File: config.mk
export PLATFORM = sky130hd
export DESIGN_NAME = decode_queue_flat
export DESIGN_NICKNAME = d
export VERILOG_FILES = /design/src/rtl/decode_pkg.sv /design/src/rtl/decode_queue_if.sv /design/src/rtl/decode_fifo.sv /design/src/rtl/decode_queue.sv /design/src/flat_wrapper.sv
export SDC_FILE = /design/constraint.sdc
export NUM_CORES = 1
export LEC_CHECK = 0
export ABC_CLOCK_PERIOD_IN_PS = 2860
export CORE_ASPECT_RATIO = 0.7
export CORE_UTILIZATION = 47
export CTS_CLUSTER_DIAMETER = 120
export DETAILED_ROUTE_END_ITERATION = 12
export PLACE_DENSITY = 0.82
export SYNTH_ARGS = -nofsm -noshare
export SYNTH_HDL_FRONTEND = slang
export SYNTH_HIERARCHICAL = 1
export SYNTH_SLANG_ARGS = --single-unit
File: constraint.sdc
create_clock -name clock -period 2.86 [get_ports clock]
set_input_delay 0.429 -clock clock [delete_from_list [all_inputs] [get_ports clock]]
set_output_delay 0.429 -clock clock [all_outputs]
set_load 0.005 [all_outputs]
File: src/rtl/decode_pkg.sv
// Shared types, opcode indices and the combinational instruction decoder
// for the PIC16F84-compatible decode queue.
package decode_pkg;

    localparam int OP_BITS  = 6;
    localparam int OPD_BITS = 10;

    localparam logic [OP_BITS-1:0] OP_NOP     = 6'd0;
    localparam logic [OP_BITS-1:0] OP_CALL    = 6'd1;
    localparam logic [OP_BITS-1:0] OP_GOTO    = 6'd2;
    localparam logic [OP_BITS-1:0] OP_BCF     = 6'd3;
    localparam logic [OP_BITS-1:0] OP_BSF     = 6'd4;
    localparam logic [OP_BITS-1:0] OP_BTFSC   = 6'd5;
    localparam logic [OP_BITS-1:0] OP_BTFSS   = 6'd6;
    localparam logic [OP_BITS-1:0] OP_MOVLW   = 6'd7;
    localparam logic [OP_BITS-1:0] OP_RETLW   = 6'd8;
    localparam logic [OP_BITS-1:0] OP_SUBLW   = 6'd9;
    localparam logic [OP_BITS-1:0] OP_ADDLW   = 6'd10;
    localparam logic [OP_BITS-1:0] OP_SUBWF   = 6'd11;
    localparam logic [OP_BITS-1:0] OP_DECF    = 6'd12;
    localparam logic [OP_BITS-1:0] OP_IORWF   = 6'd13;
    localparam logic [OP_BITS-1:0] OP_ANDWF   = 6'd14;
    localparam logic [OP_BITS-1:0] OP_XORWF   = 6'd15;
    localparam logic [OP_BITS-1:0] OP_ADDWF   = 6'd16;
    localparam logic [OP_BITS-1:0] OP_MOVF    = 6'd17;
    localparam logic [OP_BITS-1:0] OP_COMF    = 6'd18;
    localparam logic [OP_BITS-1:0] OP_INCF    = 6'd19;
    localparam logic [OP_BITS-1:0] OP_DECFSZ  = 6'd20;
    localparam logic [OP_BITS-1:0] OP_RRF     = 6'd21;
    localparam logic [OP_BITS-1:0] OP_RLF     = 6'd22;
    localparam logic [OP_BITS-1:0] OP_SWAPF   = 6'd23;
    localparam logic [OP_BITS-1:0] OP_INCFSZ  = 6'd24;
    localparam logic [OP_BITS-1:0] OP_IORLW   = 6'd25;
    localparam logic [OP_BITS-1:0] OP_ANDLW   = 6'd26;
    localparam logic [OP_BITS-1:0] OP_XORLW   = 6'd27;
    localparam logic [OP_BITS-1:0] OP_CLRF    = 6'd28;
    localparam logic [OP_BITS-1:0] OP_CLRW    = 6'd29;
    localparam logic [OP_BITS-1:0] OP_MOVWF   = 6'd30;
    localparam logic [OP_BITS-1:0] OP_RETURN  = 6'd31;
    localparam logic [OP_BITS-1:0] OP_RETFIE  = 6'd32;
    localparam logic [OP_BITS-1:0] OP_CLRWDT  = 6'd33;
    localparam logic [OP_BITS-1:0] OP_SLEEP   = 6'd34;
    localparam logic [OP_BITS-1:0] OP_ILLEGAL = '1;

    typedef enum logic [1:0] {
        SEL_NONE  = 2'b00,
        SEL_MOVWF = 2'b01,
        SEL_DST   = 2'b10,
        SEL_ILL   = 2'b11
    } sel_t;

    typedef struct packed {
        logic [OP_BITS-1:0]  opcode;
        logic [OPD_BITS-1:0] operand;
        sel_t                sel;
        logic                illegal;
    } entry_t;

    localparam int ENTRY_W = $bits(entry_t);

    // Priority chain: the first matching opcode group wins.
    function automatic entry_t decode_word(input logic [13:0] w);
        entry_t e;
        logic   hit;
        e.opcode  = OP_ILLEGAL;
        e.operand = w[9:0];
        e.sel     = SEL_ILL;
        e.illegal = 1'b1;
        hit       = 1'b1;
        if (w[13:12] == 2'b10) begin
            e.opcode  = w[11] ? OP_GOTO : OP_CALL;
            e.operand = w[9:0];
        end else if (w[13:12] == 2'b01) begin
            e.opcode  = OP_BCF + {4'b0000, w[11:10]};
            e.operand = w[9:0];
        end else if (w[13:10] == 4'b1100 || w[13:10] == 4'b1101) begin
            e.opcode  = w[10] ? OP_RETLW : OP_MOVLW;
            e.operand = w[9:0];
        end else if (w[13:10] == 4'b1111) begin
            e.opcode  = w[9] ? OP_ADDLW : OP_SUBLW;
            e.operand = {1'b0, w[8:0]};
        end else if (w[13:12] == 2'b00 && w[11:9] != 3'b000) begin
            e.opcode  = {2'b00, w[11:8]} + 6'd9;
            e.operand = {2'b00, w[7:0]};
        end else if (w[13:10] == 4'b1110 && w[9:8] != 2'b11) begin
            e.opcode  = OP_IORLW + {4'b0000, w[9:8]};
            e.operand = {2'b00, w[7:0]};
        end else if (w[13:9] == 5'b00000 && w[8:7] != 2'b00) begin
            // 11 -> CLRF, 10 -> CLRW, 01 -> MOVWF
            e.opcode  = 6'd31 - {4'b0000, w[8:7]};
            e.operand = {3'b000, w[6:0]};
        end else begin
            e.operand = '0;
            case (w)
                14'h0000: e.opcode = OP_NOP;
                14'h0008: e.opcode = OP_RETURN;
                14'h0009: e.opcode = OP_RETFIE;
                14'h0063: e.opcode = OP_SLEEP;
                14'h0064: e.opcode = OP_CLRWDT;
                default: begin
                    hit       = 1'b0;
                    e.operand = w[9:0];
                end
            endcase
        end
        if (hit) begin
            e.illegal = 1'b0;
            if (e.opcode == OP_MOVWF)
                e.sel = SEL_MOVWF;
            else if (w[7] && e.opcode inside {OP_SUBWF, OP_IORWF, OP_ANDWF, OP_XORWF, OP_ADDWF})
                e.sel = SEL_DST;
            else
                e.sel = SEL_NONE;
        end
        return e;
    endfunction

endpackage

File: src/rtl/decode_queue_if.sv
// Fetch-side and execute-side handshake bundle of the decode queue.
interface decode_queue_if #(
    parameter int OPW = 6,
    parameter int ODW = 10
);
    logic           in_valid;
    logic           in_ready;
    logic [13:0]    in_instr;
    logic           out_valid;
    logic           out_ready;
    logic [OPW-1:0] out_opcode;
    logic [ODW-1:0] out_operand;
    logic [1:0]     out_sel;
    logic           out_illegal;

    modport slave (
        input  in_valid, in_instr, out_ready,
        output in_ready, out_valid, out_opcode, out_operand, out_sel, out_illegal
    );

    modport master (
        output in_valid, in_instr, out_ready,
        input  in_ready, out_valid, out_opcode, out_operand, out_sel, out_illegal
    );
endinterface

File: src/rtl/decode_fifo.sv
// Generic synchronous FIFO with occupancy count, synchronous flush and
// asynchronous reset; reads zero while empty.
module decode_fifo #(
    parameter int DEPTH = 2,
    parameter int W     = 8
) (
    input  logic                   clock,
    input  logic                   reset,
    input  logic                   flush,
    input  logic                   push,
    input  logic                   pop,
    input  logic [W-1:0]           wdata,
    output logic [W-1:0]           rdata,
    output logic [$clog2(DEPTH):0] count
);
    localparam int PW = $clog2(DEPTH);
    localparam int CNTW = PW + 1;

    logic [W-1:0]  mem [DEPTH];
    logic [PW-1:0] wr_ptr;
    logic [PW-1:0] rd_ptr;
    logic          full;
    logic          empty;
    logic          do_push;
    logic          do_pop;

    assign full    = (count == CNTW'(DEPTH));
    assign empty   = (count == '0);
    assign do_push = push && !full && !flush;
    assign do_pop  = pop && !empty;
    assign rdata   = empty ? '0 : mem[rd_ptr];

    always_ff @(posedge clock or posedge reset) begin
        if (reset) begin
            wr_ptr <= '0;
            rd_ptr <= '0;
            count  <= '0;
        end else if (flush) begin
            wr_ptr <= '0;
            rd_ptr <= '0;
            count  <= '0;
        end else begin
            if (do_push)
                wr_ptr <= wr_ptr + 1'b1;
            if (do_pop)
                rd_ptr <= rd_ptr + 1'b1;
            if (do_push && !do_pop)
                count <= count + 1'b1;
            else if (!do_push && do_pop)
                count <= count - 1'b1;
        end
    end

    // Storage needs no reset: nothing is read until it has been written.
    always_ff @(posedge clock) begin
        if (do_push)
            mem[wr_ptr] <= wdata;
    end

endmodule

File: src/rtl/decode_queue.sv
// Instruction decode stage: decodes each accepted word and buffers it for
// execute, counting accepted illegal words.
module decode_queue
    import decode_pkg::*;
#(
    parameter int DEPTH = 2,
    parameter int OPW   = 6,
    parameter int ODW   = 10,
    parameter int CW    = 8
) (
    input  logic                   clock,
    input  logic                   reset,
    input  logic                   flush,
    decode_queue_if.slave          bus,
    output logic [$clog2(DEPTH):0] count,
    output logic [CW-1:0]          illegal_cnt
);
    localparam int CNTW = $clog2(DEPTH) + 1;

    entry_t             in_entry;
    entry_t             head;
    logic [ENTRY_W-1:0] head_bits;
    logic               push;
    logic               pop;

    assign in_entry      = decode_word(bus.in_instr);
    assign bus.in_ready  = (count < CNTW'(DEPTH));
    assign bus.out_valid = (count != '0);
    assign push          = bus.in_valid && bus.in_ready;
    assign pop           = bus.out_valid && bus.out_ready;

    decode_fifo #(
        .DEPTH (DEPTH),
        .W     (ENTRY_W)
    ) u_fifo (
        .clock (clock),
        .reset (reset),
        .flush (flush),
        .push  (push),
        .pop   (pop),
        .wdata (in_entry),
        .rdata (head_bits),
        .count (count)
    );

    assign head = head_bits;

    // Illegal opcode stays all-ones even when OPW is wider than the stored index.
    assign bus.out_opcode  = head.illegal ? {OPW{1'b1}} : OPW'(head.opcode);
    assign bus.out_operand = ODW'(head.operand);
    assign bus.out_sel     = head.sel;
    assign bus.out_illegal = head.illegal;

    always_ff @(posedge clock or posedge reset) begin
        if (reset)
            illegal_cnt <= '0;
        else if (push && !flush && in_entry.illegal && illegal_cnt != '1)
            illegal_cnt <= illegal_cnt + 1'b1;
    end

endmodule

File: src/flat_wrapper.sv
// flat-port wrapper written by rule: the top's interface ports become plain ports
module decode_queue_flat import decode_pkg::*;
#(
    parameter int DEPTH = 2,
    parameter int OPW   = 6,
    parameter int ODW   = 10,
    parameter int CW    = 8
)
  (clock, reset, flush, count, illegal_cnt, bus_in_valid, bus_in_instr, bus_out_ready, bus_in_ready, bus_out_valid, bus_out_opcode, bus_out_operand, bus_out_sel, bus_out_illegal);
  decode_queue_if #(.OPW(OPW), .ODW(ODW)) bus_i ();
  input  logic clock;
  input  logic reset;
  input  logic flush;
  output logic [$clog2(DEPTH):0] count;
  output logic [CW-1:0] illegal_cnt;
  input wire logic [$bits(bus_i.in_valid)-1:0] bus_in_valid;
  input wire logic [$bits(bus_i.in_instr)-1:0] bus_in_instr;
  input wire logic [$bits(bus_i.out_ready)-1:0] bus_out_ready;
  output wire logic [$bits(bus_i.in_ready)-1:0] bus_in_ready;
  output wire logic [$bits(bus_i.out_valid)-1:0] bus_out_valid;
  output wire logic [$bits(bus_i.out_opcode)-1:0] bus_out_opcode;
  output wire logic [$bits(bus_i.out_operand)-1:0] bus_out_operand;
  output wire logic [$bits(bus_i.out_sel)-1:0] bus_out_sel;
  output wire logic [$bits(bus_i.out_illegal)-1:0] bus_out_illegal;
  assign bus_i.in_valid = bus_in_valid;
  assign bus_i.in_instr = bus_in_instr;
  assign bus_i.out_ready = bus_out_ready;
  assign bus_in_ready = bus_i.in_ready;
  assign bus_out_valid = bus_i.out_valid;
  assign bus_out_opcode = bus_i.out_opcode;
  assign bus_out_operand = bus_i.out_operand;
  assign bus_out_sel = bus_i.out_sel;
  assign bus_out_illegal = bus_i.out_illegal;
  decode_queue #(.DEPTH(DEPTH), .OPW(OPW), .ODW(ODW), .CW(CW)) u_core (.clock(clock), .reset(reset), .flush(flush), .bus(bus_i), .count(count), .illegal_cnt(illegal_cnt));
endmodule
After elaboration in Yosys (flattened, before gate mapping)
Memories as Yosys holds them, arrays and structs flattened.
Index checks and enable logic that the tools add are counted.
{ "classes": {"add_sub_neg": 9, "magnitude_cmp": 1, "eq_ne": 19, "n_mux": 34, "n_reduce_logical": 32} }
{ "op_table": {"columns": ["operator", "n"], "rows": [
  ["16-bit two-way mux", 7],
  ["6-bit case mux with 5 select lines", 1],
  ["14-bit by 4-bit equality test with 1-bit output, second input constant", 2],
  ["14-bit by 7-bit equality test with 1-bit output, second input constant", 2],
  ["6-bit by 4-bit equality test with 1-bit output, second input constant", 4],
  ["19-bit two-way mux", 1],
  ["4-bit equality test, second input constant", 4],
  ["1-bit logical AND", 14],
  ["14-bit zero test", 1],
  ["1-bit two-way mux", 14],
  ["2-bit two-way mux", 7],
  ["6-bit by 5-bit equality test with 1-bit output, second input constant", 2],
  ["10-bit two-way mux", 1],
  ["8-bit by 1-bit adder with 8-bit output, second input constant", 1],
  ["8-bit inequality test, second input constant", 1],
  ["2-bit nonzero test", 4],
  ["5-bit by 2-bit adder with 6-bit output, first input constant", 1],
  ["6-bit two-way mux", 1],
  ["3-bit nonzero test", 2],
  ["5-bit by 2-bit subtractor with 6-bit output, first input constant", 1],
  ["4-bit by 4-bit adder with 5-bit output, second input constant", 1],
  ["1-bit zero test", 5],
  ["5-bit zero test", 1],
  ["5-bit nonzero test", 1],
  ["13 further kinds", 16]
]} }
{ "totals": {"reg_bits": 12, "mem_bits_rw": 38, "input_bits": 19, "output_inout_bits": 31, "elab_cells": 100, "n_memories": 1} }
{ "memory_table": {"columns": ["memory", "depth", "width", "rd", "rd_ports_with_merged_regs", "write_ports", "line", "text"], "rows": [
  ["u_core.u_fifo.mem", 2, 19, 1, 0, 1, "decode_fifo.sv:19", "logic [W-1:0] mem [DEPTH];"]
]} }

Depth between registers and ports, before layout
{ "logic_depth": {"depth_word": 18, "ltp_mapped": 11, "mapped_depth_nobuf": 9} }

Hierarchy
The synthesis kept the hierarchy.
{ "modules_own_cells": {"columns": ["mod", "n_inst", "cells_each", "area_per_inst_um2", "seq_area_each_um2"], "rows": [
  ["decode_fifo", 1, 106, 1657.8, 1241.2],
  ["decode_queue", 1, 170, 1303.8, 200.2]
]} }

Least setup slack after synthesis
No wires, ideal clock.
{ "synth_path": {"path_kind": "register to register", "startpoint": "register u_core.u_fifo.count[1]", "endpoint": "memory u_core/u_fifo/mem[1][0] (netlist bit), enable pin", "setup_time_ps": 423, "arrival_ps": 2407, "required_ps": 2437, "setup_slack_ps": 30, "stages_incl_launch_ff": 4, "n_path_buf": 0, "period_less_slack_ps": 2830, "cell_sequence": "dfrtp_1 -> nor2b_1 -> nand2_1 -> nor3b_1"} }
{ "synth_between": {"elab_chain_len": 6, "word_cells_on_any_way": 8, "classes_between": "order compare: 1; eq/ne: 1; mux: 2; reduce/logical: 4"} }
{ "synth_rtl": {"columns": ["item", "line", "text"], "rows": [
  ["start: declaration", "decode_fifo.sv:14", "output logic [$clog2(DEPTH):0] count"],
  ["start signal: assignment", "decode_fifo.sv:48", "count <= count + 1'b1;"],
  ["start signal: assignment", "decode_fifo.sv:50", "count <= count - 1'b1;"],
  ["2-bit < comparator", "decode_queue.sv:27", "assign bus.in_ready = (count < CNTW'(DEPTH));"],
  ["1-bit logical AND", "decode_queue.sv:29", "assign push = bus.in_valid && bus.in_ready;"],
  ["via u_core.push", "decode_queue.sv:23", "logic push;"],
  ["1-bit logical AND (2 in series)", "decode_fifo.sv:29", "assign do_push = push && !full && !flush;"],
  ["1-bit two-way mux", "decode_fifo.sv:56", "if (do_push)"],
  ["1-bit two-way mux (implied by the code)", "decode_fifo.sv:57", "mem[wr_ptr] <= wdata;"],
  ["end: declaration", "decode_fifo.sv:19", null]
]} }
The timed path passes the listed nets, and every way through them passes these cells.

==> results.md <==
* Register area share after synthesis at 48.7%
* Sw frac at 27.0%
* Startpoint types: primary input
* Syn_area_per_cell at 10.7 µm²
* Antenna violations before repair at 0
* Tightest Pin Transition at 0.559 ns
* Antenna Nets Post-Route at 0
* Vias/cell at 5.67
* CTS tree: built
* # diodes at 0
* PortBufs at 49
* Hold Crit Class: in -> async
* Initial Util at 50.2%
* F_max at 0.361 GHz
* Clock Skews at 0.00594 ns
* Sequential Power Share at 45.1%
* Combinational fraction of design power at 29.5%
* Drt total wl at 7.65 mm
* Ys flop type: edfxtp_1
* Number of enable flip-flop cells after synthesis at 38
* Total Nets Final at 410
* First-pass DRT Iterations at 5
* P_int at 1450 µW
* IO Pins at 50
* CTS buffer count at 5
* Netlist area before placement at 0.00296 mm²
* Die area at 0.00663 mm²
* Area growth syn-to-layout at 40.0%
* Period utilization at 96.9%
* Number of distinct library cells after synthesis at 63
* Layout cell share with drive strength beyond 1 at 27.1%
* Worst-path fanout max at 6
* Psw at 536 µW
* DR vias at 2603
* Worst Path Required at 2.91 ns
* Outcome: finished, final reports clean
* Global-route wire length before repair at 11.9 mm
* Max H-tree Level at 2
* Post-DP Area at 0.00394 mm²
* Clock share of power at 25.4%
* Met1 Resource Use GR at 33.1%
* Final Slew Violations at 0
* Synth Net Count at 303
* Setup ws final at 0.0895 ns
* Max_slew headroom at 62.8%
* Hold-fix buffers, CTS at 0
* Arrival time worst endpoint at 2.82 ns
* Number of global-route vias before repair at 2378
* Die H at 68.4 µm
* Global route overflow at 0
* Die W at 96.9 µm
* Core Box Area at 0.00590 mm²
* Met2 Use GR at 37.1%
* Most frequent cells in the layout: 60 x buf_4, 47 x clkdlybuf4s50_1, 38 x edfxtp_1
* DP HPWL at 5.66 mm
* Post-route cell area at 0.00415 mm²
* WS Path Type: in -> reg
* Post-Syn Instances at 276
* Post-synth ARST share at 24.0%
* Root buf cell: clkbuf_8
* Worst-path clk slew at 0.09 ns
* Most common cell after layout, fill and taps aside: buf_4
* Tot Pwr at 1990 µW
* GRT Total Usage at 23.1%
* Avg WL per Cell at 16.7 µm
* Pre-CTS WS at -0.287 ns
* Worst skew pair latency at 0.30 ns
* Pin count of the biggest net entering global routing at 20
* Hold Vio Cnt, Final at 0
* PwrDens at 479 mW/mm²
* Synthesis warning total at 6
* Final setup violation count at 0
* Worst R2R Setup Slack at 0.80 ns
* GR Util met3 at 4.29%
* Max Cap Viol at 0
* Initial DRC count at 170
* CTS Sinks at 50
* Leak at 0.00165 µW
* CTS max path bufs at 2
* Crit path capture type: register
* Synthesized flop and latch total at 50
* Min cycle time layout at 2.77 ns
* Busiest layer in global routing: met2
* Core Rows at 23
* Max IR drop VDD at 0.000398 V
* DRC at 0
* RePlAce Congestion at 0.917
[sequential cells by signal, summed over array words and instances, names as in the netlist]
signal,count
u_core/u_fifo/rd_ptr,1
u_core/u_fifo/count,2
u_core/u_fifo/wr_ptr,1
u_core/u_fifo/mem,38
u_core/illegal_cnt,8
[what timing repair did]
action                                  4_1_cts  5_1_grt
setup buffers                                 0        2
endpoints found under the setup margin        0        2
gates resized for setup                       0       16
[cells by family (layout without fill, tap and decap cells)]
kind of cell	after synthesis	in the layout	share of synthesized area [%]
AO/OA/AOI/OAI	54	54	14.6
buffers and inverters	25	133	3.63
adder cells (fa/ha/maj)	8	8	3.38
multiplexers	21	21	7.14
AND/OR/NAND/NOR	108	108	19.6
XOR/XNOR	10	10	2.96
flip-flops	50	50	48.7
[critical path, stage by stage]
cell	delay, ns
clkdlybuf4s50_1	0.41
buf_4	0.17
or3_4	0.39
o31a_1	0.30
o211ai_1	0.21
o21bai_1	0.19
nor4_2	0.35
a311oi_1	0.15
o32a_1	0.22
[routing by layer]
| metal | wire length (µm) | up-vias |
|---|---|---|
| li1 | - | 1234 |
| met1 | 3500 | 1227 |
| met2 | 3450 | 131 |
| met3 | 621 | 11 |
| met4 | 75 | 0 |
| met5 | 0 | - |
[final timing paths]
check	from	end	depth (start not counted)
setup / recovery	bus_in_instr[9]	u_core/u_fifo/mem[0][2]	9
hold / removal	reset	u_core/u_fifo/rd_ptr	2
setup reg to reg	u_core/illegal_cnt[0]	u_core/illegal_cnt[4]	8
hold reg to reg	u_core/illegal_cnt[5]	u_core/illegal_cnt[5]	1
max in group asynchronous	reset	u_core/illegal_cnt[1]	2
min in group clock	u_core/illegal_cnt[5]	u_core/illegal_cnt[5]	1
[metrics by stage]
| stage | TNS [ns] | hold WS (ns) | util (%) | instances |
|---|---|---|---|---|
| final | 0 | 0.333 | 70.3 | 459 |
| after global routing | -0.0192 | 0.361 | 70.3 | 459 |
| after CTS | 0 | 0.340 | 68.9 | 457 |
| after detailed placement | -0.993 | 0.485 | 66.9 | 449 |
| after global placement | -0.777 | 0.475 | 66.9 | 449 |
| after floorplan | 0 | 0.195 | - | 276 |
[power groups by stage]
stage / Combinational (µW) / Sequential [µW] / Clock [µW]
3_5_place_dp: 565 / 913 / 0
5_1_grt: 633 / 903 / 533
6_report: 585 / 896 / 504
2_1_floorplan: 260 / 901 / 0
4_1_cts: 572 / 897 / 510
3_3_place_gp: 548 / 908 / 0
[synth_stat cells, drive strengths merged, types with 2 or more instances]
cell type	n	area [µm²]
edfxtp	38	1140
nor2	31	119
mux2i	20	200
inv	16	60.1
nand2	13	48.8
dfrtp	12	300
o21ai	12	63.8
or2	11	68.8
a21oi	9	45.0
nand3	9	45.0
and2	8	50.1
ha	8	100
buf	7	40.0
xnor2	6	52.6
nand3b	5	37.5
nor3	5	30.0
and3	4	25.0
nor4	4	25.0
xor2	4	35.0
a31o	3	26.3
nand4	3	18.8
nor2b	3	18.8
o211ai	3	22.5
o32a	3	42.5
a211oi	2	20.0
a21o	2	15.0
a31oi	2	12.5
clkbuf	2	7.51
nand2b	2	12.5
nor3b	2	15.0
o21a	2	15.0
o22ai	2	12.5
o31a	2	17.5
or2b	2	16.3
or3	2	12.5
[cell type report]
type | instances | area, µm²
Multi-Input combinational cell | 201 | 1480
Clock buffer | 7 | 119
Tap cell | 75 | 93.8
Clock inverter | 1 | 3.75
Sequential cell | 50 | 1440
Timing Repair Buffer | 109 | 946
Inverter | 16 | 60.1
Fill cell | 431 | 1750
No activity file was read; power rests on OpenSTA's default activity.
==> variant 1, RTL diff (same flow settings) <==
`DEPTH` is set to 2 in 3 places; all go to 4.
--- a/src/rtl/decode_fifo.sv
+++ b/src/rtl/decode_fifo.sv
@@ -2,5 +2,5 @@
 // asynchronous reset; reads zero while empty.
 module decode_fifo #(
-    parameter int DEPTH = 2,
+    parameter int DEPTH = 4,
     parameter int W     = 8
 ) (
--- a/src/rtl/decode_queue.sv
+++ b/src/rtl/decode_queue.sv
@@ -4,5 +4,5 @@
     import decode_pkg::*;
 #(
-    parameter int DEPTH = 2,
+    parameter int DEPTH = 4,
     parameter int OPW   = 6,
     parameter int ODW   = 10,
--- a/src/flat_wrapper.sv
+++ b/src/flat_wrapper.sv
@@ -2,5 +2,5 @@
 module decode_queue_flat import decode_pkg::*;
 #(
-    parameter int DEPTH = 2,
+    parameter int DEPTH = 4,
     parameter int OPW   = 6,
     parameter int ODW   = 10,
Interface: changed (resized count); port bits go from 50 to 51. The function was not compared with the original's and may differ.
==> variant 1 against the original RTL <==
Area after synthesis rose by 59%. Count of clock-buffer cells in the layout rose by 2. Sequential cell count rose by 41. Cell count rose by 33%. Power rose by 130%. Register-to-register slack got worse by 0.46 ns. Clock power rose by 140%. Routed wire length rose by 44%. Synthesized cell count rose by 26%. Design area rose by 51%. Worst hold slack improved by 0.012 ns. Worst setup slack got worse by 0.0070 ns. Die area rose by 58%.
==> variant 1: results (changes against the original RTL) <==
| Metric | Value |
|---|---|
| Gr usage total | `22.6% (-0.49 points)` |
| Register area share after synthesis | `56.3% (+7.7 points)` |
| Syn_nets | `380 (+25%)` |
| Vias in the first global route | `3257 (+37%)` |
| Layout Nets | `509 (+24%)` |
| Total grt overflow | `0 (unchanged)` |
| Port bufs | `50 (+2.0%)` |
| Outcome | `finished clean` |
| Wire length on met1 | `4850 um (+39%)` |
| Post-synth EDFFs | `76 (+100%)` |
| Biggest regs | `u_core/u_fifo/mem: 76 flops, u_core/illegal_cnt: 8 flops, u_core/u_fifo/count: 3 flops` |
| Synth cell types | `67 (+6.3%)` |
| Largest vdd supply drop | `0.655 mV (+65%)` |
| Detailed Route WL | `11000 um (+44%)` |
| Placed Cells | `583 (+30%)` |
| Synth cell count leaders | `edfxtp_1 (76), and2_1 (26), nor2_1 (19)` |
| Clk slew on worst S/H paths | `0.07 ns (-0.02 ns)` |
| Routed length on met2 | `5400 um (+56%)` |
| P_int | `3.26 mW (+120%)` |
| Vias/cell | `5.54 (-2.4%)` |
| Share of layout cells above drive strength 1 | `33.0% (+5.9 points)` |
| Average wire per standard cell | `18.1 um (+8.6%)` |
| First-pass GRT wire length | `17300 um (+45%)` |
| CTS root buf | `clkbuf_16` |
| Post-Synthesis Cells | `348 (+26%)` |
| Met3 wire length | `673 um (+8.4%)` |
| Leakage power | `2.42 nW (+47%)` |
| Ys async rst share | `16.5% (-7.5 points)` |
| R2R depth | `8 (unchanged)` |
| Crit path DAT | `2.35 ns (-0.47 ns)` |
| Inserted Clock Buffers | `9 (+4)` |
| Final-layout fill cell count | `693 (+61%)` |
| Router iterations before antenna repair | `5 (unchanged)` |
| Worst skew pair latency | `0.34 ns (+0.04 ns)` |
| Detail Placement HPWL | `7720 um (+36%)` |
| Drt initial violations | `279 (+64%)` |
| Slew headroom | `56.2% (-6.5 points)` |
| Clock skew | `0.00716 ns (+0.00122 ns)` |
| Htree depth | `3 (+1)` |
==> variant 1: cell types whose count changed after synthesis, moves of 4 or more <==
cell,delta
nor3_1,+5
mux4_2,+18
buf_6,+5
ha_1,+4
mux2i_1,-16
and2_1,+18
nor2_1,-11
edfxtp_1,+38
nor2b_1,+6
==> variant 1: cell families (layout without fill, tap and decap cells) <==
kind of cell | after synthesis | after routing | share of synthesized area [%]
compound gates | 53 | 53 | 8.17
mux | 24 | 24 | 10.2
xor+xnor | 14 | 14 | 2.60
buf+inv | 33 | 166 | 3.66
fa+ha+maj | 13 | 13 | 3.61
flops | 91 | 91 | 56.3
simple gates | 120 | 121 | 15.4
==> variant 1: timing repair <==
action	4_1_cts	5_1_grt
setup buffers	4	6
endpoints found under the setup margin	21	8
resized for setup	14	19
gates cloned	1	0
pin swaps	4	7
==> variant 1: area by class of cell <==
type / instances / area, sq um / area share, %
sequential: 91 / 2660 / 42.4
multi-input combinational: 225 / 1950 / 31.1
timing repair buffer: 132 / 1120 / 17.9
clock buffer: 9 / 225 / 3.59
tap: 128 / 160 / 2.55
clock inverter: 7 / 82.6 / 1.32
inverter: 18 / 70.1 / 1.12
==> variant 1: critical path, stage by stage (launching register included) <==
cell and delay [ns]:
dfrtp_2 0.44, buf_8 0.15, mux4_2 0.50, and2_1 0.16
or2_2 0.28, clkdlybuf4s50_1 0.46
==> variant 1: path summary, 6_finish.rpt <==
path	slack [ns]	from	to
setup / recovery	0.08	u_core/u_fifo/rd_ptr[0]	bus_out_opcode[0]
hold / removal	0.34	reset	u_core/u_fifo/count[0]
setup reg to reg	0.34	u_core/u_fifo/count[0]	u_core/u_fifo/count[1]
hold reg to reg	0.51	u_core/illegal_cnt[6]	u_core/illegal_cnt[6]
max in group asynchronous	2.25	reset	u_core/illegal_cnt[0]
min in group clock	0.46	bus_in_instr[4]	u_core/u_fifo/mem[2][7]
==> variant 1: per-layer routing <==
metal / track usage, % / up-vias
met5: 0 / -
met4: 6.62 / 0
met3: 6.05 / 14
met2: 35.3 / 110
met1: 31.2 / 1691
li1: - / 1563
==> variant 1: power groups by stage <==
| stage | sequential (mW) | clock (mW) | combinational [mW] |
|---|---|---|---|
| floorplan | 1.71 | 0 | 0.837 |
| global placement | 1.72 | 0 | 1.49 |
| detailed placement | 1.74 | 0 | 1.53 |
| CTS | 1.72 | 1.22 | 1.64 |
| global route | 1.74 | 1.28 | 1.79 |
| finish | 1.72 | 1.21 | 1.66 |
==> variant 1: metrics by stage <==
stage          cell area [sq um]  setup WS [ns]
3_3_place_gp                5830         -0.460
6_report                    6270         0.0825
4_1_cts                     6200         0.0104
5_1_grt                     6270        0.00861
2_1_floorplan               4740        0.00648
3_5_place_dp                5830         -0.580
==> variant 2, RTL diff (same settings) <==
Without the edit above. Put a register stage on the output `count`, cleared by the reset. The value now appears one clock later. The other outputs are not delayed to match.
--- a/src/rtl/decode_queue.sv
+++ b/src/rtl/decode_queue.sv
@@ -18,4 +18,6 @@
     localparam int CNTW = $clog2(DEPTH) + 1;
 
+    logic [$clog2(DEPTH):0] count_d;
+
     entry_t             in_entry;
     entry_t             head;
@@ -25,6 +27,6 @@
 
     assign in_entry      = decode_word(bus.in_instr);
-    assign bus.in_ready  = (count < CNTW'(DEPTH));
-    assign bus.out_valid = (count != '0);
+    assign bus.in_ready  = (count_d < CNTW'(DEPTH));
+    assign bus.out_valid = (count_d != '0);
     assign push          = bus.in_valid && bus.in_ready;
     assign pop           = bus.out_valid && bus.out_ready;
@@ -41,5 +43,5 @@
         .wdata (in_entry),
         .rdata (head_bits),
-        .count (count)
+        .count (count_d)
     );
 
@@ -59,4 +61,12 @@
     end
 
+    always_ff @(posedge clock or posedge reset) begin
+        if (reset) begin
+            count <= '0;
+        end else begin
+            count <= count_d;
+        end
+    end
+
 endmodule
 
Formal check against the unedited RTL: not equivalent (a bounded check fails within 4 cycles, from zero or initial values and one cycle with reset high).
==> variant 2 against the original RTL <==
Clock skew down 0.0032 ns. Worst setup slack better by 0.0098 ns. Synthesized cell count down 5.4%. Power down 5.2%. Routed wire length down 10%. Sequential cell count up 2. Design area down 3.2%. Non-clock buffer count down 9. Worst hold slack better by 0.030 ns. Area after synthesis down 0.68%. Critical path type unchanged. Largest power group unchanged. Highest routed layer unchanged.
==> variant 2: results (changes against the original RTL) <==
| Metric | Value |
|---|---|
| Outcome | `finished clean` |
| Wire length on met1 | `3230 um (-7.6%)` |
| Met3 usage | `3.89% (-0.40 points)` |
| Detail Placement HPWL | `5110 um (-9.8%)` |
| Slowest stage cell, crit path | `or4_4` |
| Worst r2r dst | `u_core/u_fifo/mem[1][16]` |
| Clock skew | `0.00273 ns (-0.00321 ns)` |
| Crit path DAT | `2.89 ns (+0.07 ns)` |
| Final WS setup | `0.0993 ns (+0.00982 ns)` |
| Avg Cell Area, Syn | `11.3 sq um (+5.0%)` |
| Register area share after synthesis | `50.7% (+2.0 points)` |
| Pre-CTS worst setup slack | `-0.197 ns (+0.0899 ns)` |
| Drt initial violations | `108 (-36%)` |
| Grt met2 use | `35.7% (-1.4 points)` |
| Gr usage total | `21.8% (-1.3 points)` |
| Slew @ Worst Pin | `0.562 ns (+0.00283 ns)` |
| Fin cells | `438 (-4.6%)` |
| Gp weighted congestion | `0.901 (-1.7%)` |
| Biggest regs | `u_core/u_fifo/mem: 38 flops, u_core/illegal_cnt: 8 flops` |
| Ys async rst share | `26.9% (+2.9 points)` |
| Placed cell areas | `3870 sq um (-1.7%)` |
| Placed Cells | `428 (-4.7%)` |
| Share of layout cells above drive strength 1 | `26.2% (-0.91 points)` |
| Largest delay share family, worst path | `simple AND/OR/NAND/NOR gates` |
| Met3 wire length | `370 um (-40%)` |
| Leading post-synthesis cells by cell area | `edfxtp_1 (39%), dfrtp_1 (12%), mux2i_1 (6.8%)` |
| Combinational group share of total power | `29.2% (-0.3 points)` |
| P_int | `1.35 mW (-6.5%)` |
| First-pass GRT wire length | `10700 um (-9.6%)` |
| Detailed Route WL | `6870 um (-10%)` |
| Worst skew pair latency | `0.30 ns (about the same)` |
| Htree depth | `2 (unchanged)` |
| R2R Setup Slk | `0.87 ns (+0.07 ns)` |
| WHS | `0.363 ns (+0.0301 ns)` |
| Synth cell types | `60 (-4.8%)` |
| Seq pwr share | `49.4% (+4.3 points)` |
| Synth cell count leaders | `edfxtp_1 (38), nor2_1 (34), mux2i_1 (20)` |
| Top_reg_cell synth | `edfxtp_1` |
| Met1 GRT Util | `29.8% (-3.3 points)` |
| Crit path largest cell delay | `0.58 ns (+0.17 ns)` |
| Largest vdd supply drop | `0.197 mV (-50%)` |
| Routed length on met2 | `3160 um (-8.5%)` |
| Via count | `2388 (-8.3%)` |
| Leakage power | `1.61 nW (-2.1%)` |
| Critical path peak fanout | `4 (-2)` |
| R2R depth | `5 (-3)` |
| HP Class | `input pin to async pin` |
| Syn_nets | `288 (-5.0%)` |
| Launching point of the worst reg2reg path | `u_core/u_fifo/count[1]` |
| PwrDens | `469 nW/um^2 (-2.1%)` |
| Layout Nets | `389 (-5.1%)` |
| Critical path launch point | `bus_in_instr[2]` |
## variant 2: cell types whose count changed in the layout (fill, tap and decap cells not counted), moves of 3 or more
| cell | unedited run | this run |
|---|---|---|
| a21oi_1 | 9 | 12 |
| and4b_1 | 0 | 3 |
| nand2_1 | 13 | 7 |
| inv_1 | 13 | 10 |
| nor2b_1 | 2 | 10 |
| and2_1 | 8 | 2 |
| nand3b_1 | 5 | 1 |
| buf_4 | 60 | 51 |
| nor2_1 | 30 | 33 |
## variant 2: cell type report
class                      instances  area (sq um)
multi-input combinational        192          1420
clock inverter                     3          18.8
clock buffer                       5          68.8
fill                             454          1860
timing repair buffer             100           881
inverter                          11          41.3
tap                               75          93.8
sequential                        52          1490
## variant 2: cells by family after synthesis
kind of cell	after synthesis	share of synthesized area, %
compound gates	42	9.66
xor+xnor	10	2.98
fa+ha+maj	8	3.40
buf+inv	17	2.38
flops	52	50.7
mux	21	7.19
simple gates	111	23.7
